### src/rtl/entity_span_renderer_pkg.sv
// Shared constants and types for the entity span renderer.
// Optional feature: ENTITY_OUTLINE_EN adds a per-span y-edge bit and outline colouring.
package entity_span_renderer_pkg;

   localparam int ENT_SIZE  = 48;
   localparam int MAX_SPANS = 24;
   localparam int BOARD_PX  = 480;
   localparam int CNT_W     = $clog2(MAX_SPANS + 1);

   // Entity word layout {code[2:0], y[8:0], x[8:0]}
   localparam int X_LSB    = 0;
   localparam int Y_LSB    = 9;
   localparam int CODE_LSB = 18;

   localparam logic [2:0] CODE_BG      = 3'b000;
   localparam logic [2:0] CODE_OUTLINE = 3'b111;

   typedef struct packed {
      logic [2:0] code;
      logic [8:0] x;
`ifdef ENTITY_OUTLINE_EN
      logic       yedge;
`endif
   } span_t;

   typedef enum logic [1:0] {
      ST_IDLE,
      ST_SCAN,
      ST_FLUSH
   } state_t;

endpackage

### src/rtl/entity_span_renderer_span_table.sv
// Append-only span table: entries are written in arrival order and read all at once.
// Appends beyond MAX_SPANS are ignored; full tells the caller to flag overflow.
module entity_span_renderer_span_table
   import entity_span_renderer_pkg::*;
(
   input  logic                          clk,
   input  logic                          reset,
   input  logic                          clear,
   input  logic                          append,
   input  span_t                         din,
   output span_t [MAX_SPANS-1:0]         entries,
   output logic  [CNT_W-1:0]             count,
   output logic                          full
);

   assign full = (count == CNT_W'(MAX_SPANS));

   always_ff @(posedge clk) begin
      if (reset || clear) begin
         count <= '0;
      end else if (append && !full) begin
         count <= count + CNT_W'(1);
      end
   end

   // NOTE: entries are deliberately not reset; count gates every read, so stale data is never visible.
   always_ff @(posedge clk) begin
      for (int i = 0; i < MAX_SPANS; i++) begin
         if (append && !full && count == CNT_W'(i)) begin
            entries[i] <= din;
         end
      end
   end

endmodule

### src/rtl/entity_span_renderer.sv
// Scans the entity RAM once per display line into a ping-pong span table and resolves pixel colour codes.
// Optional feature: ENTITY_OUTLINE_EN draws square edges with the outline code.
module entity_span_renderer
   import entity_span_renderer_pkg::*;
(
   input  logic        clk,
   input  logic        reset,
   input  logic        line_start,
   input  logic [8:0]  line_y,
   input  logic [7:0]  entities_number,
   output logic [7:0]  ent_addr,
   input  logic [20:0] ent_data,
   input  logic        pixel_active,
   input  logic [9:0]  pixel_x,
   output logic [2:0]  pixel_code,
   output logic        busy,
   output logic        span_overflow,
   output logic        scan_late
);

   state_t     state;
   logic       sel;        // 0: table A displayed, B built; 1: the reverse
   logic [8:0] ly;
   logic [7:0] n_lat;
   logic       rd_valid;

   logic [2:0] w_code;
   logic [8:0] w_y;
   logic [8:0] w_x;
   logic [8:0] dy;
   logic       hit;
   span_t      new_span;

   span_t [MAX_SPANS-1:0] entries_a, entries_b, entries_d;
   logic  [CNT_W-1:0]     count_a, count_b, count_d;
   logic                  full_a, full_b, build_full;

   assign w_code = ent_data[CODE_LSB +: 3];
   assign w_y    = ent_data[Y_LSB +: 9];
   assign w_x    = ent_data[X_LSB +: 9];

   // 9-bit wrap lets squares shifted above line 0 still cover the top lines.
   assign dy  = ly - w_y;
   assign hit = rd_valid && !line_start && (w_code != CODE_BG) && (dy < 9'(ENT_SIZE));

   always_comb begin
      new_span      = '0;
      new_span.code = w_code;
      new_span.x    = w_x;
`ifdef ENTITY_OUTLINE_EN
      new_span.yedge = (dy == 9'd0) || (dy == 9'(ENT_SIZE - 1));
`endif
   end

   entity_span_renderer_span_table u_table_a (
      .clk     (clk),
      .reset   (reset),
      .clear   (line_start && !sel),
      .append  (hit && sel),
      .din     (new_span),
      .entries (entries_a),
      .count   (count_a),
      .full    (full_a)
   );

   entity_span_renderer_span_table u_table_b (
      .clk     (clk),
      .reset   (reset),
      .clear   (line_start && sel),
      .append  (hit && !sel),
      .din     (new_span),
      .entries (entries_b),
      .count   (count_b),
      .full    (full_b)
   );

   assign build_full = sel ? full_a : full_b;
   assign entries_d  = sel ? entries_b : entries_a;
   assign count_d    = sel ? count_b : count_a;

   always_ff @(posedge clk) begin
      if (reset) begin
         state         <= ST_IDLE;
         ent_addr      <= '0;
         busy          <= 1'b0;
         sel           <= 1'b0;
         ly            <= '0;
         n_lat         <= '0;
         rd_valid      <= 1'b0;
         span_overflow <= 1'b0;
         scan_late     <= 1'b0;
      end else begin
         if (hit && build_full) begin
            span_overflow <= 1'b1;
         end
         // A read issued in the same cycle as line_start belongs to the aborted scan.
         rd_valid <= (state == ST_SCAN) && !line_start;
         if (line_start) begin
            if (busy) begin
               scan_late <= 1'b1;
            end
            sel      <= ~sel;
            ly       <= line_y;
            n_lat    <= entities_number;
            ent_addr <= '0;
            if (entities_number == 8'd0) begin
               state <= ST_IDLE;
               busy  <= 1'b0;
            end else begin
               state <= ST_SCAN;
               busy  <= 1'b1;
            end
         end else begin
            case (state)
               ST_SCAN: begin
                  if (ent_addr == n_lat - 8'd1) begin
                     state <= ST_FLUSH;
                  end else begin
                     ent_addr <= ent_addr + 8'd1;
                  end
               end
               ST_FLUSH: begin
                  state <= ST_IDLE;
                  busy  <= 1'b0;
               end
               default: state <= ST_IDLE;
            endcase
         end
      end
   end

   logic [2:0] code_next;
   logic [9:0] dx;

   // NOTE: every always_comb output gets a default before any branch so no latch is inferred.
   always_comb begin
      code_next = CODE_BG;
      dx        = '0;
      // Ascending scan: the highest-index hit overwrites earlier ones and wins.
      for (int i = 0; i < MAX_SPANS; i++) begin
         dx = pixel_x - {1'b0, entries_d[i].x};
         if (CNT_W'(i) < count_d && dx < 10'(ENT_SIZE)) begin
            code_next = entries_d[i].code;
`ifdef ENTITY_OUTLINE_EN
            if (dx == 10'd0 || dx == 10'(ENT_SIZE - 1) || entries_d[i].yedge) begin
               code_next = CODE_OUTLINE;
            end
`endif
         end
      end
      if (!pixel_active || pixel_x >= 10'(BOARD_PX)) begin
         code_next = CODE_BG;
      end
   end

   always_ff @(posedge clk) begin
      if (reset) begin
         pixel_code <= CODE_BG;
      end else begin
         pixel_code <= code_next;
      end
   end

endmodule

### config.mk
export PLATFORM = sky130hd
export DESIGN_NAME = entity_span_renderer
export DESIGN_NICKNAME = d
export VERILOG_FILES = /design/src/rtl/entity_span_renderer_pkg.sv /design/src/rtl/entity_span_renderer_span_table.sv /design/src/rtl/entity_span_renderer.sv
export SDC_FILE = /design/constraint.sdc
export NUM_CORES = 1
export LEC_CHECK = 0
export CORE_UTILIZATION = 42
export DETAILED_ROUTE_END_ITERATION = 16
export GPL_ROUTABILITY_DRIVEN = 0
export GPL_TIMING_DRIVEN = 0
export PLACE_DENSITY = 0.61
export SLEW_MARGIN = 10
export SYNTH_ARGS = -nofsm -noshare
export SYNTH_HDL_FRONTEND = slang
export SYNTH_HIERARCHICAL = 1
export SYNTH_SLANG_ARGS = --single-unit
### constraint.sdc
create_clock -name clk -period 9 [get_ports clk]
set_input_delay 1.8 -clock clk [delete_from_list [all_inputs] [get_ports clk]]
set_output_delay 1.8 -clock clk [all_outputs]
set_load 0.01 [all_outputs]
==> reports/results.ini, run 1 <==
[outcome]
status=finished clean

[timing]
period_needed_ns=7.84
grt_setup_unrepaired=false
fin_worst_skew_ns=0.0279
period_share_pct=87.1
finalMaxSlewViolations=0
finalSetupTns_ns=0
worst_pin_slew_ns=1.35
slew_headroom_pct=9.59
setup_viol=0
final-hold-violation-count=0
max_clock_freq_mhz=128

[final_layout]
fill_cells=6379
fin_area_um2=36100
ff_latch_area_um2=18200
drive_gt1_share_pct=10.7
fin_cells=3527
nNetsFinal=2773
area_growth_pct=13.5
antenna_cells=0
multiInputGateArea_um2=13100

[power]
p_total_w=0.00672
p_leak_nw=12.8
power_density_nw_per_um2=186
ir_worst_vdd_mv=0.129

[placement]
dpl.hpwl_mm=60.7
place_inst=3407
port-buffer-count=64
place_area_um2=34000

[synthesis]
yosysTopAreaCell=edfxtp_1
synth_top_area_share_pct=54.4
syn_area_um2=31800
synth_nets=2620
yosysSeqAreaShare_pct=57.2
synth_area_per_cell_um2=13.5
netlist-cell-type-count=112
synth_warnings=6
syn_inst=2355
synth_edf_count=576
async_reset_ff_share_pct=0
yosys-top-cells-area=edfxtp_1 54%, mux2i_1 9.4%, ha_1 8.4%, dfxtp_1 2.8%, mux2_2 1.2%
synth_ff_type=edfxtp_1
synth_seq_cells=621

[floorplanning]
die_h_um=277
rows=100
core_um2=74700
pin_count=66
start_util_pct=42.6
dieArea_um2=76800
die_x_um=277

[clocking]
tritoncts=yes
ctsRootBufferMaster=clkbuf_16
cts_setup_buffers=0
ctsLongestPathBuffers=3
clock-sinks=621
cts_buffers=68
clk_pin_slew_ns=0.06
clk_latency_ns=0.61
postCtsHoldBufs=0
htreeDepth=3
cts_resized=0

[setup_path]
cp.arrival_ns=8.38
cp.required_ns=9.54
crit_type=reg2reg
cp-start-kind=flip-flop
end_kind=flip-flop
critPathMaxFanout=10

[grt]
grt_first_pass_wirelength_mm=131
grt_pass1_vias=21100
grt_max_degree=50
grtUsageTotal_pct=22.8
antenna_found_initial=2
gr-total-overflow=0

[job]
maxCapViolations=0

[drt]
wl_per_cell_um=24.9
wl_mm=87.8
drc=0
vias_per_cell=5.98
ant_nets=0
drt_iter0_markers=1788
firstDrtPassIters=5
dr_total_vias=21100

[min_path]
hold_class=reg2reg

-- sequential cells by signal (all words and copies together), names as in the netlist --
name,cells
busy,1
ly,9
sel,1
u_table_b/count,5
span_overflow,1
u_table_b/entries,288
u_table_a/count,5
pixel_code,3
state,2
rd_valid,1
u_table_a/entries,288
ent_addr,8
n_lat,8
scan_late,1
-- layout by cell type, fill, tap and decap left out, drive strengths merged, types with 11 or more instances in the layout --
cell             n
nand3           42
edfxtp         576
or2             14
mux2            36
buf             85
a2111oi         18
nor3            49
and3            29
a21o            17
nor4            17
a31oi           23
o31ai           11
nor2            98
nand2b          23
clkbuf          98
clkdlybuf4s50   44
dfxtp           45
o21a            25
a211oi          23
or3             23
nor3b           19
o21ai           78
xnor2           44
mux2i          298
nand4           23
clkinv          30
or4             12
o2111ai         12
nor2b           27
ha             213
and2            59
nand2           91
o211ai          21
a21oi           76
xor2            39
inv             55
-- per-layer routing --
layer	vias up	GRT usage [%]	part of all wire (%)
li1	9586	-	-
met1	10500	30.3	43
met3	170	3.30	6.8
met4	0	9.12	3.6
met5	-	0	0
met2	792	37.4	47
-- logic make-up (layout without fill, tap and decap cells) --
kind of cell | count (synthesis) | count (layout) | synth area share, %
muxes | 334 | 334 | 10.7
xor gates and xnor gates | 83 | 83 | 2.29
buffers and inverters | 114 | 317 | 1.73
DFF | 621 | 621 | 57.2
adders and majority gates | 213 | 213 | 8.38
and+or+nand+nor | 566 | 566 | 9.86
AOI/OAI and AO/OA | 424 | 424 | 9.87
-- report_power, final --
group          switching, W  internal, W  leakage, nW
Clock               0.00113      0.00156         1.05
Sequential       0.00000604      0.00316         5.54
Combinational      0.000523     0.000343         6.21
Total               0.00166      0.00506         12.8
-- synthesized netlist by cell type (8+ instances only) --
library cell / n
or2_2: 14
nor3_1: 49
nand4_1: 23
mux2_2: 35
a21o_1: 17
o21bai_1: 9
o21a_1: 25
buf_2: 32
o211a_1: 9
nor4_1: 16
dfxtp_1: 45
nand3_1: 42
mux2i_1: 298
and2_1: 57
nand2b_1: 23
and3_1: 27
a31oi_1: 21
nand3b_1: 10
ha_1: 213
nor2b_1: 27
a21oi_1: 74
xnor2_1: 44
inv_1: 48
a2111oi_0: 12
nor2_1: 98
nand2_1: 91
a211oi_1: 22
or4_1: 11
clkbuf_1: 15
o31ai_1: 9
nor3b_1: 18
o211ai_1: 19
a211o_1: 8
edfxtp_1: 576
or3_1: 23
o21ai_0: 73
xor2_1: 39
o2111ai_1: 11
-- stage by stage --
step                util, %  setup WS (ns)  hold WS (ns)
finish                 48.3           1.16         0.488
detailed placement     45.5           1.28         0.468
global route           48.3          0.951         0.507
floorplan                 -           3.97         0.451
CTS                    48.3           1.22         0.486
global placement       45.1           1.22         0.460
-- worst paths after layout --
check	to	cells past startpoint	start	slack, ns
worst max-delay path	pixel_code[1]	22	sel	1.16
worst min-delay path	scan_late	2	scan_late	0.49
worst max register to register	pixel_code[1]	22	sel	1.16
worst min register to register	scan_late	2	scan_late	0.49
-- critical path, cell delays in order, from the launching register on --
cell and delay [ns]:
dfxtp_1 0.32, buf_6 0.20, buf_12 0.23, buf_12 0.22
buf_6 0.20, buf_2 0.39, buf_2 0.42, buf_2 0.41
buf_2 0.40, clkbuf_1 0.61, buf_2 0.55, mux2i_1 0.25
ha_1 0.33, o21a_1 0.21, or3_1 0.30, a2111oi_0 0.38
o311ai_0 0.24, a2111oi_2 0.55, o2111ai_2 0.29, o2111ai_1 0.36
a211oi_1 0.18, o211ai_1 0.38, a31o_1 0.26
-- area by class of cell --
class / count / share of cell area (%)
buffer: 62 / 0.988
clock buffer: 82 / 4.95
clock inverter: 38 / 0.933
inverter: 52 / 0.541
multi-input combinational: 1620 / 36.2
sequential: 621 / 50.4
tap: 969 / 3.36
timing repair buffer: 83 / 2.63
Note: power is estimated with default switching activity, not from simulation.
==> inputs of run 2 (changes only) <==
CTS_BUF_LIST = sky130_fd_sc_hd__clkbuf_4 sky130_fd_sc_hd__clkbuf_8   (was not set)
==> reports/results.ini, run 2 (same netlist as run 1, synthesis figures left out) <==
[outcome]
status=finished clean  ; unchanged

[grt]
gr-total-overflow=0  ; unchanged
grt_max_degree=50  ; unchanged
grtUsageTotal_pct=22.9  ; was 22.8%
grt_first_pass_wirelength_mm=132  ; was 131 mm
grt_pass1_vias=21400  ; was 21100
antenna_found_initial=3  ; was 2

[floorplanning]
rows=100  ; unchanged
dieArea_um2=76800  ; unchanged
core_um2=74700  ; unchanged
die_h_um=277  ; unchanged
pin_count=66  ; unchanged
die_x_um=277  ; unchanged
start_util_pct=42.6  ; unchanged

[setup_path]
cp-start-kind=flip-flop  ; unchanged
end_kind=flip-flop  ; unchanged
cp.arrival_ns=8.33  ; was 8.38 ns
crit_type=reg2reg  ; unchanged
critPathMaxFanout=10  ; unchanged
cp.required_ns=9.56  ; was 9.54 ns

[drt]
drt_iter0_markers=1811  ; was 1788
ant_nets=0  ; unchanged
vias_per_cell=5.92  ; was 5.98
wl_per_cell_um=24.6  ; was 24.9 µm
dr_total_vias=21300  ; was 21100
drc=0  ; unchanged
wl_mm=88.5  ; was 87.8 mm
firstDrtPassIters=5  ; unchanged

[placement]
dpl.hpwl_mm=60.7  ; unchanged
place_area_um2=34000  ; unchanged
port-buffer-count=64  ; unchanged

[final_layout]
layout_common_cells=576 x edfxtp_1, 298 x mux2i_1, 213 x ha_1, 110 x clkbuf_8, 97 x nor2_1  ; was 576 x edfxtp_1, 298 x mux2i_1, 213 x ha_1, 98 x nor2_1, 91 x nand2_1
fin_area_um2=36100  ; about the same
drive_gt1_share_pct=13.3  ; was 10.7%
nNetsFinal=2811  ; was 2773
final_common_cell=edfxtp_1  ; unchanged
area_growth_pct=13.4  ; was 13.5%
largestRegisters=u_table_a/entries (288), u_table_b/entries (288), ly (9)  ; unchanged

[power]
p_leak_nw=12.9  ; was 12.8 nW
ir_worst_vdd_mv=0.110  ; was 0.129 mV
power_density_nw_per_um2=182  ; was 186 nW/µm²
p_total_w=0.00657  ; was 0.00672 W

[timing]
worst_pin_slew_ns=1.27  ; was 1.35 ns
grt_setup_unrepaired=false  ; unchanged
max_clock_freq_mhz=129  ; was 128 MHz
period_share_pct=86.3  ; was 87.1%
slew_headroom_pct=15.2  ; was 9.59%
setup_viol=0  ; unchanged
finalMaxSlewViolations=0  ; unchanged
finalSetupTns_ns=0  ; unchanged
fin_worst_skew_ns=0.0461  ; was 0.0279 ns
final-hold-violation-count=0  ; unchanged
period_needed_ns=7.77  ; was 7.84 ns

[clocking]
ctsLongestPathBuffers=3  ; unchanged
postCtsHoldBufs=0  ; unchanged
cts_setup_buffers=0  ; unchanged
htreeDepth=3  ; unchanged
ctsRootBufferMaster=clkbuf_8  ; was clkbuf_16
clk_pin_slew_ns=0.06  ; about the same
cts_resized=0  ; unchanged
clk_latency_ns=0.70  ; was 0.61 ns
clock-sinks=621  ; unchanged
cts_buffers=106  ; was 68
tritoncts=yes  ; unchanged

[job]
maxCapViolations=0  ; unchanged

[min_path]
hold_class=reg2reg  ; unchanged

[run 2: cell count changes in the layout (fill, tap and decap cells not counted), moves of 2 or more]
cell       change
clkbuf_16     -69
clkbuf_4      +29
clkinv_8       -2
clkinv_1       +7
clkinv_2      +10
clkbuf_1      -12
clkbuf_8     +109
diode_2        +2
[run 2: worst max-delay path, stage by stage (launching register included)]
cell and delay, ns:
dfxtp_1 0.32, buf_6 0.21, buf_12 0.23, buf_12 0.22
buf_6 0.19, buf_2 0.39, buf_2 0.42, buf_2 0.42
buf_2 0.40, clkbuf_1 0.61, buf_2 0.54, mux2i_1 0.25
ha_1 0.34, o21a_1 0.21, or3_1 0.30, a2111oi_0 0.38
o311ai_0 0.25, a2111oi_2 0.51, o2111ai_2 0.28, o221ai_1 0.28
nand3b_1 0.11, a211o_1 0.36, a31oi_1 0.35
[run 2: layout make-up]
type                    count  area (µm²)
diodes                      2        5.00
plain buffers              62         357
clock buffers             139        1730
clock inverters            51         364
fillers                  6426       38600
inverters                  52         195
multi-input cells        1620       13100
flip-flops and latches    621       18200
well taps                 969        1210
repair buffers             83         948
[run 2: power by group]
group | switching (W) | total, W | internal [W] | leakage [nW]
registers | 0.00000606 | 0.00316 | 0.00316 | 5.54
logic | 0.000523 | 0.000866 | 0.000343 | 6.21
clock network | 0.00115 | 0.00254 | 0.00139 | 1.12
[run 2: layer usage]
| layer | GRT usage (%) | wire length, µm |
|---|---|---|
| met1 | 30.3 | 38100 |
| met4 | 9.87 | 3470 |
| met2 | 37.4 | 41300 |
| met3 | 3.53 | 5700 |
| met5 | 0 | 0 |
[run 2: through the flow]
stage | worst slack [ns] | utilization [%] | std cells | hold WS (ns)
after floorplan | 3.97 | - | 2355 | 0.451
after global placement | 1.22 | 45.1 | 3388 | 0.460
after detailed placement | 1.28 | 45.5 | 3407 | 0.468
after CTS | 1.21 | 48.3 | 3597 | 0.490
after global routing | 0.942 | 48.3 | 3598 | 0.507
final | 1.23 | 48.3 | 3599 | 0.484
[run 2: final timing paths]
check	from	to	slack [ns]	depth (start not counted)
worst max register to register	sel	pixel_code[2]	1.23	22
worst max-delay path	sel	pixel_code[2]	1.23	22
worst min register to register	scan_late	scan_late	0.48	2
worst min-delay path	scan_late	scan_late	0.48	2
